**src/rtl/dram_cmd_pkg.sv**
```systemverilog
// Shared types and default widths for the DRAM command frontend.
package dram_cmd_pkg;

    localparam int ADDR_W_DEF = 32;
    localparam int DATA_W_DEF = 64;
    localparam int TAG_W_DEF  = 4;
    localparam int DEPTH_DEF  = 8;

    // One host command as held in the queue (default widths).
    typedef struct packed {
        logic                  we;
        logic [ADDR_W_DEF-1:0] addr;
        logic [DATA_W_DEF-1:0] wdata;
        logic [TAG_W_DEF-1:0]  tag;
    } cmd_t;

    typedef enum logic [1:0] {
        IDLE   = 2'd0,
        ACTIVE = 2'd1,
        DRAIN  = 2'd2
    } fe_state_e;

    // Queue pointers carry one extra wrap bit to tell full from empty.
    function automatic int ptr_width(input int depth);
        return $clog2(depth) + 1;
    endfunction

endpackage

```
**src/rtl/dram_cmd_queue.sv**
```systemverilog
// In-order command FIFO with a parallel address compare against queued
// writes. The head is read combinationally so the scheduler sees it the
// same cycle it lands; the compare returns the newest matching write.
module dram_cmd_queue
    import dram_cmd_pkg::*;
#(
    parameter int ADDR_W = ADDR_W_DEF,
    parameter int DATA_W = DATA_W_DEF,
    parameter int TAG_W  = TAG_W_DEF,
    parameter int DEPTH  = DEPTH_DEF
) (
    input  logic              clk,
    input  logic              rst_n,
    input  logic              push,
    input  logic              push_we,
    input  logic [ADDR_W-1:0] push_addr,
    input  logic [DATA_W-1:0] push_wdata,
    input  logic [TAG_W-1:0]  push_tag,
    input  logic              pop,
    output logic              empty,
    output logic              full,
    output logic              head_we,
    output logic [ADDR_W-1:0] head_addr,
    output logic [DATA_W-1:0] head_wdata,
    output logic [TAG_W-1:0]  head_tag,
    input  logic [ADDR_W-1:0] lookup_addr,
    output logic              hit,
    output logic [DATA_W-1:0] hit_wdata
);

    localparam int PW = ptr_width(DEPTH);
    localparam int AW = PW - 1;

    logic [PW-1:0]     wr_ptr_reg;
    logic [PW-1:0]     rd_ptr_reg;
    logic [PW-1:0]     count;
    logic [AW-1:0]     rd_idx;
    logic [AW-1:0]     wr_idx;
    logic [AW-1:0]     slot;
    logic [DEPTH-1:0]  match;

    logic              we_mem    [DEPTH];
    logic [ADDR_W-1:0] addr_mem  [DEPTH];
    logic [DATA_W-1:0] wdata_mem [DEPTH];
    logic [TAG_W-1:0]  tag_mem   [DEPTH];

    assign rd_idx = rd_ptr_reg[AW-1:0];
    assign wr_idx = wr_ptr_reg[AW-1:0];
    assign count  = wr_ptr_reg - rd_ptr_reg;
    assign empty  = (wr_ptr_reg == rd_ptr_reg);
    assign full   = (wr_ptr_reg[AW] != rd_ptr_reg[AW]) && (wr_idx == rd_idx);

    // Pointer advance; reset discards every queued entry.
    always_ff @(posedge clk or negedge rst_n) begin
        if (!rst_n) begin
            wr_ptr_reg <= '0;
            rd_ptr_reg <= '0;
        end else begin
            if (push) wr_ptr_reg <= wr_ptr_reg + PW'(1);
            if (pop)  rd_ptr_reg <= rd_ptr_reg + PW'(1);
        end
    end

    // Entry storage; contents are only meaningful between the pointers.
    always_ff @(posedge clk) begin
        if (push) begin
            we_mem[wr_idx]    <= push_we;
            addr_mem[wr_idx]  <= push_addr;
            wdata_mem[wr_idx] <= push_wdata;
            tag_mem[wr_idx]   <= push_tag;
        end
    end

    // Head fields are forced to zero when nothing is queued.
    assign head_we    = empty ? 1'b0 : we_mem[rd_idx];
    assign head_addr  = empty ? '0   : addr_mem[rd_idx];
    assign head_wdata = empty ? '0   : wdata_mem[rd_idx];
    assign head_tag   = empty ? '0   : tag_mem[rd_idx];

    genvar gi;
    generate
        for (gi = 0; gi < DEPTH; gi++) begin : g_cmp
            assign match[gi] = we_mem[gi] && (addr_mem[gi] == lookup_addr);
        end
    endgenerate

    // Walk slots oldest to newest so the last live match wins.
    always_comb begin
        hit       = 1'b0;
        hit_wdata = '0;
        slot      = '0;
        for (int k = 0; k < DEPTH; k++) begin
            slot = rd_idx + AW'(k);
            if ((PW'(k) < count) && match[slot]) begin
                hit       = 1'b1;
                hit_wdata = wdata_mem[slot];
            end
        end
    end

endmodule

```
**src/rtl/dram_cmd_frontend.sv**
```systemverilog
// Host command receiver: queues commands for the bank scheduler, forwards
// read-after-write hits from queued writes, and merges those forwards with
// backend read data into a single tagged response stream.
// Build option: define CMD_STATS_EN to add saturating write/read/forward
// counters on o_wr_cnt, o_rd_cnt and o_raw_cnt.
module dram_cmd_frontend
    import dram_cmd_pkg::*;
#(
    parameter int ADDR_W = ADDR_W_DEF,
    parameter int DATA_W = DATA_W_DEF,
    parameter int TAG_W  = TAG_W_DEF,
    parameter int DEPTH  = DEPTH_DEF
) (
    input  logic              i_clk,
    input  logic              i_rst_n,
    input  logic              i_cmd_valid,
    output logic              o_cmd_ready,
    input  logic              i_cmd_we,
    input  logic [ADDR_W-1:0] i_cmd_addr,
    input  logic [DATA_W-1:0] i_cmd_wdata,
    input  logic [TAG_W-1:0]  i_cmd_tag,
    output logic              o_iss_valid,
    input  logic              i_iss_ready,
    output logic              o_iss_we,
    output logic [ADDR_W-1:0] o_iss_addr,
    output logic [DATA_W-1:0] o_iss_wdata,
    output logic [TAG_W-1:0]  o_iss_tag,
    input  logic              i_be_rvalid,
    input  logic [DATA_W-1:0] i_be_rdata,
    input  logic [TAG_W-1:0]  i_be_rtag,
    output logic              o_rsp_valid,
    output logic [DATA_W-1:0] o_rsp_data,
    output logic [TAG_W-1:0]  o_rsp_tag,
    input  logic              i_flush,
    output logic              o_flush_done
`ifdef CMD_STATS_EN
    ,
    output logic [31:0]       o_wr_cnt,
    output logic [31:0]       o_rd_cnt,
    output logic [31:0]       o_raw_cnt
`endif
);

    fe_state_e         state_reg;
    fe_state_e         state_next;

    logic              q_empty;
    logic              q_full;
    logic              hit;
    logic [DATA_W-1:0] hit_wdata;
    logic              accept;
    logic              raw_hit;
    logic              push;
    logic              pop;

    logic              hold_full_reg;
    logic [DATA_W-1:0] hold_data_reg;
    logic [TAG_W-1:0]  hold_tag_reg;
    logic              rsp_valid_reg;
    logic [DATA_W-1:0] rsp_data_reg;
    logic [TAG_W-1:0]  rsp_tag_reg;

    // A read that hits a queued write is answered here and never enqueued.
    assign accept  = i_cmd_valid && o_cmd_ready;
    assign raw_hit = accept && !i_cmd_we && hit;
    assign push    = accept && !raw_hit;
    assign pop     = o_iss_valid && i_iss_ready;

    assign o_iss_valid = !q_empty;

    dram_cmd_queue #(
        .ADDR_W (ADDR_W),
        .DATA_W (DATA_W),
        .TAG_W  (TAG_W),
        .DEPTH  (DEPTH)
    ) u_queue (
        .clk         (i_clk),
        .rst_n       (i_rst_n),
        .push        (push),
        .push_we     (i_cmd_we),
        .push_addr   (i_cmd_addr),
        .push_wdata  (i_cmd_wdata),
        .push_tag    (i_cmd_tag),
        .pop         (pop),
        .empty       (q_empty),
        .full        (q_full),
        .head_we     (o_iss_we),
        .head_addr   (o_iss_addr),
        .head_wdata  (o_iss_wdata),
        .head_tag    (o_iss_tag),
        .lookup_addr (i_cmd_addr),
        .hit         (hit),
        .hit_wdata   (hit_wdata)
    );

    // State register.
    always_ff @(posedge i_clk or negedge i_rst_n) begin
        if (!i_rst_n) state_reg <= IDLE;
        else          state_reg <= state_next;
    end

    // Next state plus ready/done, decoded only from flops so ready never
    // depends combinationally on i_cmd_valid.
    always_comb begin
        state_next   = state_reg;
        o_cmd_ready  = 1'b0;
        o_flush_done = 1'b0;
        case (state_reg)
            IDLE: begin
                state_next = ACTIVE;
            end
            ACTIVE: begin
                o_cmd_ready = !q_full && !hold_full_reg;
                if (i_flush) state_next = DRAIN;
            end
            DRAIN: begin
                if (q_empty && !hold_full_reg) begin
                    state_next   = ACTIVE;
                    o_flush_done = 1'b1;
                end
            end
            default: begin
                state_next = IDLE;
            end
        endcase
    end

    // Response mux: backend data wins; a colliding forward parks in the
    // hold register and goes out on the next backend-free cycle.
    always_ff @(posedge i_clk or negedge i_rst_n) begin
        if (!i_rst_n) begin
            rsp_valid_reg <= 1'b0;
            rsp_data_reg  <= '0;
            rsp_tag_reg   <= '0;
            hold_full_reg <= 1'b0;
            hold_data_reg <= '0;
            hold_tag_reg  <= '0;
        end else if (i_be_rvalid) begin
            rsp_valid_reg <= 1'b1;
            rsp_data_reg  <= i_be_rdata;
            rsp_tag_reg   <= i_be_rtag;
            if (raw_hit) begin
                hold_full_reg <= 1'b1;
                hold_data_reg <= hit_wdata;
                hold_tag_reg  <= i_cmd_tag;
            end
        end else if (hold_full_reg) begin
            rsp_valid_reg <= 1'b1;
            rsp_data_reg  <= hold_data_reg;
            rsp_tag_reg   <= hold_tag_reg;
            hold_full_reg <= 1'b0;
        end else if (raw_hit) begin
            rsp_valid_reg <= 1'b1;
            rsp_data_reg  <= hit_wdata;
            rsp_tag_reg   <= i_cmd_tag;
        end else begin
            rsp_valid_reg <= 1'b0;
        end
    end

    assign o_rsp_valid = rsp_valid_reg;
    assign o_rsp_data  = rsp_data_reg;
    assign o_rsp_tag   = rsp_tag_reg;

`ifdef CMD_STATS_EN
    logic [31:0] wr_cnt_reg;
    logic [31:0] rd_cnt_reg;
    logic [31:0] raw_cnt_reg;

    // Saturating event counters.
    always_ff @(posedge i_clk or negedge i_rst_n) begin
        if (!i_rst_n) begin
            wr_cnt_reg  <= '0;
            rd_cnt_reg  <= '0;
            raw_cnt_reg <= '0;
        end else begin
            if (accept && i_cmd_we && (wr_cnt_reg != 32'hFFFF_FFFF))
                wr_cnt_reg <= wr_cnt_reg + 32'd1;
            if (accept && !i_cmd_we && (rd_cnt_reg != 32'hFFFF_FFFF))
                rd_cnt_reg <= rd_cnt_reg + 32'd1;
            if (raw_hit && (raw_cnt_reg != 32'hFFFF_FFFF))
                raw_cnt_reg <= raw_cnt_reg + 32'd1;
        end
    end

    assign o_wr_cnt  = wr_cnt_reg;
    assign o_rd_cnt  = rd_cnt_reg;
    assign o_raw_cnt = raw_cnt_reg;
`endif

endmodule

```
**config.mk**
```make
export PLATFORM = sky130hd
export DESIGN_NAME = dram_cmd_frontend
export DESIGN_NICKNAME = d
export VERILOG_FILES = /design/src/rtl/dram_cmd_pkg.sv /design/src/rtl/dram_cmd_queue.sv /design/src/rtl/dram_cmd_frontend.sv
export SDC_FILE = /design/constraint.sdc
export NUM_CORES = 2
export LEC_CHECK = 0
export ABC_AREA = 1
export CORE_MARGIN = 2
export CORE_UTILIZATION = 61
export DETAILED_ROUTE_END_ITERATION = 8
export PLACE_DENSITY = 0.86
export SYNTH_ARGS = -nofsm -noshare
export SYNTH_HDL_FRONTEND = slang
export SYNTH_SLANG_ARGS = --single-unit
```
**constraint.sdc**
```tcl
create_clock -name i_clk -period 13.2 [get_ports i_clk]
set_input_delay 1.32 -clock i_clk [delete_from_list [all_inputs] [get_ports i_clk]]
set_output_delay 1.32 -clock i_clk [all_outputs]
set_load 0.005 [all_outputs]
```
==> flow_summary.ini <==
[clock_tree]
hold_buffers = 0
cts_root_buf = clkbuf_16
cts-htree-levels = 3
clock_sinks = 956
clkLatencyLatePin_ns = 0.72
numCtsBuffers = 101
post-cts-setup-buffers = 0
cts_resized = 0
clk_path_buf_depth = 3
cts_tree = yes
clkTransAtPathRegs_ns = 0.06

[worst_setup_path]
end_kind = register
worstSetupPathType = register to register
cp_max_fo = 156
start_kind = register
arrival_ns = 7.89
required_ns = 13.52

[floorplanning]
die-area_mm2 = 0.103
die_x_um = 322
num_io_pins = 348
chipHeight_um = 322
num_rows = 116
initial_core_util_pct = 61.5
coreArea_mm2 = 0.100

[synth]
syn-cell-area_mm2 = 0.0615
ys_warn_count = 0
synth_ff_type = edfxtp_1
synthCells = 8875
synth_nets = 9058
ys_async_sr_fraction_pct = 15.5
yosysUniqueCellTypes = 43
yosys.area.top_type = edfxtp_1
synth_area_leaders = edfxtp_1 39%, nand2_1 25%, o21ai_0 6.9%, dfrtp_1 6.0%, nor2_1 4.1%
syn_avg_cell_area_um2 = 6.93
synth_seq_cells = 956
synth_edf_count = 808
synth_top_area_share_pct = 39.4
yosysSeqAreaShare_pct = 45.5

[hold_path]
hold_path_class = register to register

[layout]
final_layout_size_suffix_gt1_share_pct = 3.83
reg_top3 = u_queue.wdata_mem (512), u_queue.addr_mem (256)
fin_util_pct = 68.3
mostFrequentLayoutCell = nand2_1
fill_cells = 7983
regMostFlops = u_queue.wdata_mem
layout.nets = 8986
area_growth_pct = 10.9
layout_common_cells = 4161 x nand2_1, 845 x o21ai_0, 808 x edfxtp_1
largest_register_ffs = 512

[grt]
overflow = 0
grt_usage_pct = 40.0
grt_pass1_wl_mm = 321
antenna_found_initial = 27
grt_max_degree = 261
grt_pass1_vias = 58500

[timing]
worst_slack_ns = 5.63
slew-limit-headroom_pct = 5.17
worstMarginPinSlew_ns = 1.42
rsz0062_at_grt = no
report.final.hold_viol_count = 0
max_freq_ghz = 0.132
setup_violations = 0
fin_crit_sh_pct = 57.4
skew_ns = 0.0304
drv_slew = 0
fin_hold_ws_ns = 0.473
tns_ns = 0
period_minus_slack_ns = 7.57

[route]
antenna_left = 0
wirelength_mm = 212
drt-wirelength-per-cell_um = 20.7
viasPerCell = 6.13
drc = 0
vias = 62500
dr.pass1.iters = 8
initialDrtViolationCount = 9300

[placed_design]
gp_congestion = 0.987
portBuffers = 347
hpwl_mm = 126
dp_slack_ns = 5.76

[status]
status = complete, no violations

[run]
max_cap_viol_count = 0
==> cell type report <==
class,instances,area (um2),area share [%]
Multi-Input combinational cell,6774,29200,42.7
Timing Repair Buffer,416,4040,5.92
Inverter,554,2120,3.11
Tap cell,1298,1620,2.38
Sequential cell,956,28000,41.0
Clock inverter,65,628,0.920
Clock buffer,123,2660,3.90
Antenna cell,15,37.5,0.0550
==> worst max-delay path, cell delays in order (launching register included) <==
cell	delay, ns
dfrtp_4	1.04
inv_8	0.51
ha_4	1.18
inv_6	0.59
nand2_1	0.25
nand2_1	0.09
inv_2	0.06
nand2_1	0.06
nand3_2	0.10
buf_4	0.53
nand2_1	0.14
nor3_2	0.17
nand4_2	0.13
a21oi_1	0.34
nand2_1	0.30
nor3_2	0.24
buf_4	0.42
buf_4	0.90
==> logic make-up (layout without fill, tap and decap cells) <==
family	Yosys count	count (layout)	share of synthesized area (%)
adders and majority gates	8	8	0.175
muxes	35	35	0.569
and+or+nand+nor	5192	5192	32.9
DFF	956	956	45.5
other	0	15	0
AOI/OAI and AO/OA	1465	1465	12.5
xor gates and xnor gates	74	74	1.05
buffers and inverters	1145	1158	7.37
==> per-stage QoR <==
stage          area, um2  cells
6_report           68300  10200
3_5_place_dp       64900   9998
2_1_floorplan      61500   8875
5_1_grt            68200  10200
3_3_place_gp       64900   9998
4_1_cts            68200  10200
==> worst paths after layout <==
check                                       from                        to  slack (ns)  cells after the start
min in group asynchronous                i_rst_n            o_rsp_data[39]        0.70                      1
setup / recovery           u_queue.rd_ptr_reg[1]  u_queue.wdata_mem[6][63]        5.63                     17
hold / removal                 hold_data_reg[57]         hold_data_reg[57]        0.47                      2
setup reg to reg           u_queue.rd_ptr_reg[1]  u_queue.wdata_mem[6][63]        5.63                     17
max in group asynchronous                i_rst_n             hold_full_reg       10.89                      2
hold reg to reg                hold_data_reg[57]         hold_data_reg[57]        0.47                      2
==> metal layers <==
layer / global-route usage, % / share of wire [%] / wire length [um]
met2: 60.5 / 43 / 90900
met3: 11.3 / 15 / 32400
met5: 0 / 0.074 / 157
met4: 26.9 / 7.1 / 15100
met1: 49.9 / 35 / 73100
==> cell usage after synthesis (53+ instances only) <==
master / number
o21ai_0: 845
buf_1: 89
nand3_1: 215
dfrtp_1: 148
nand2_1: 4162
buf_2: 108
inv_1: 519
nand4_1: 53
nor2_1: 664
o21ai_1: 87
clkbuf_1: 378
edfxtp_1: 808
a21oi_1: 319
a31oi_1: 115
Power is left out: the tool's default activity adds up to more than one toggle a clock period on the data nets, which glitch-free logic cannot reach.
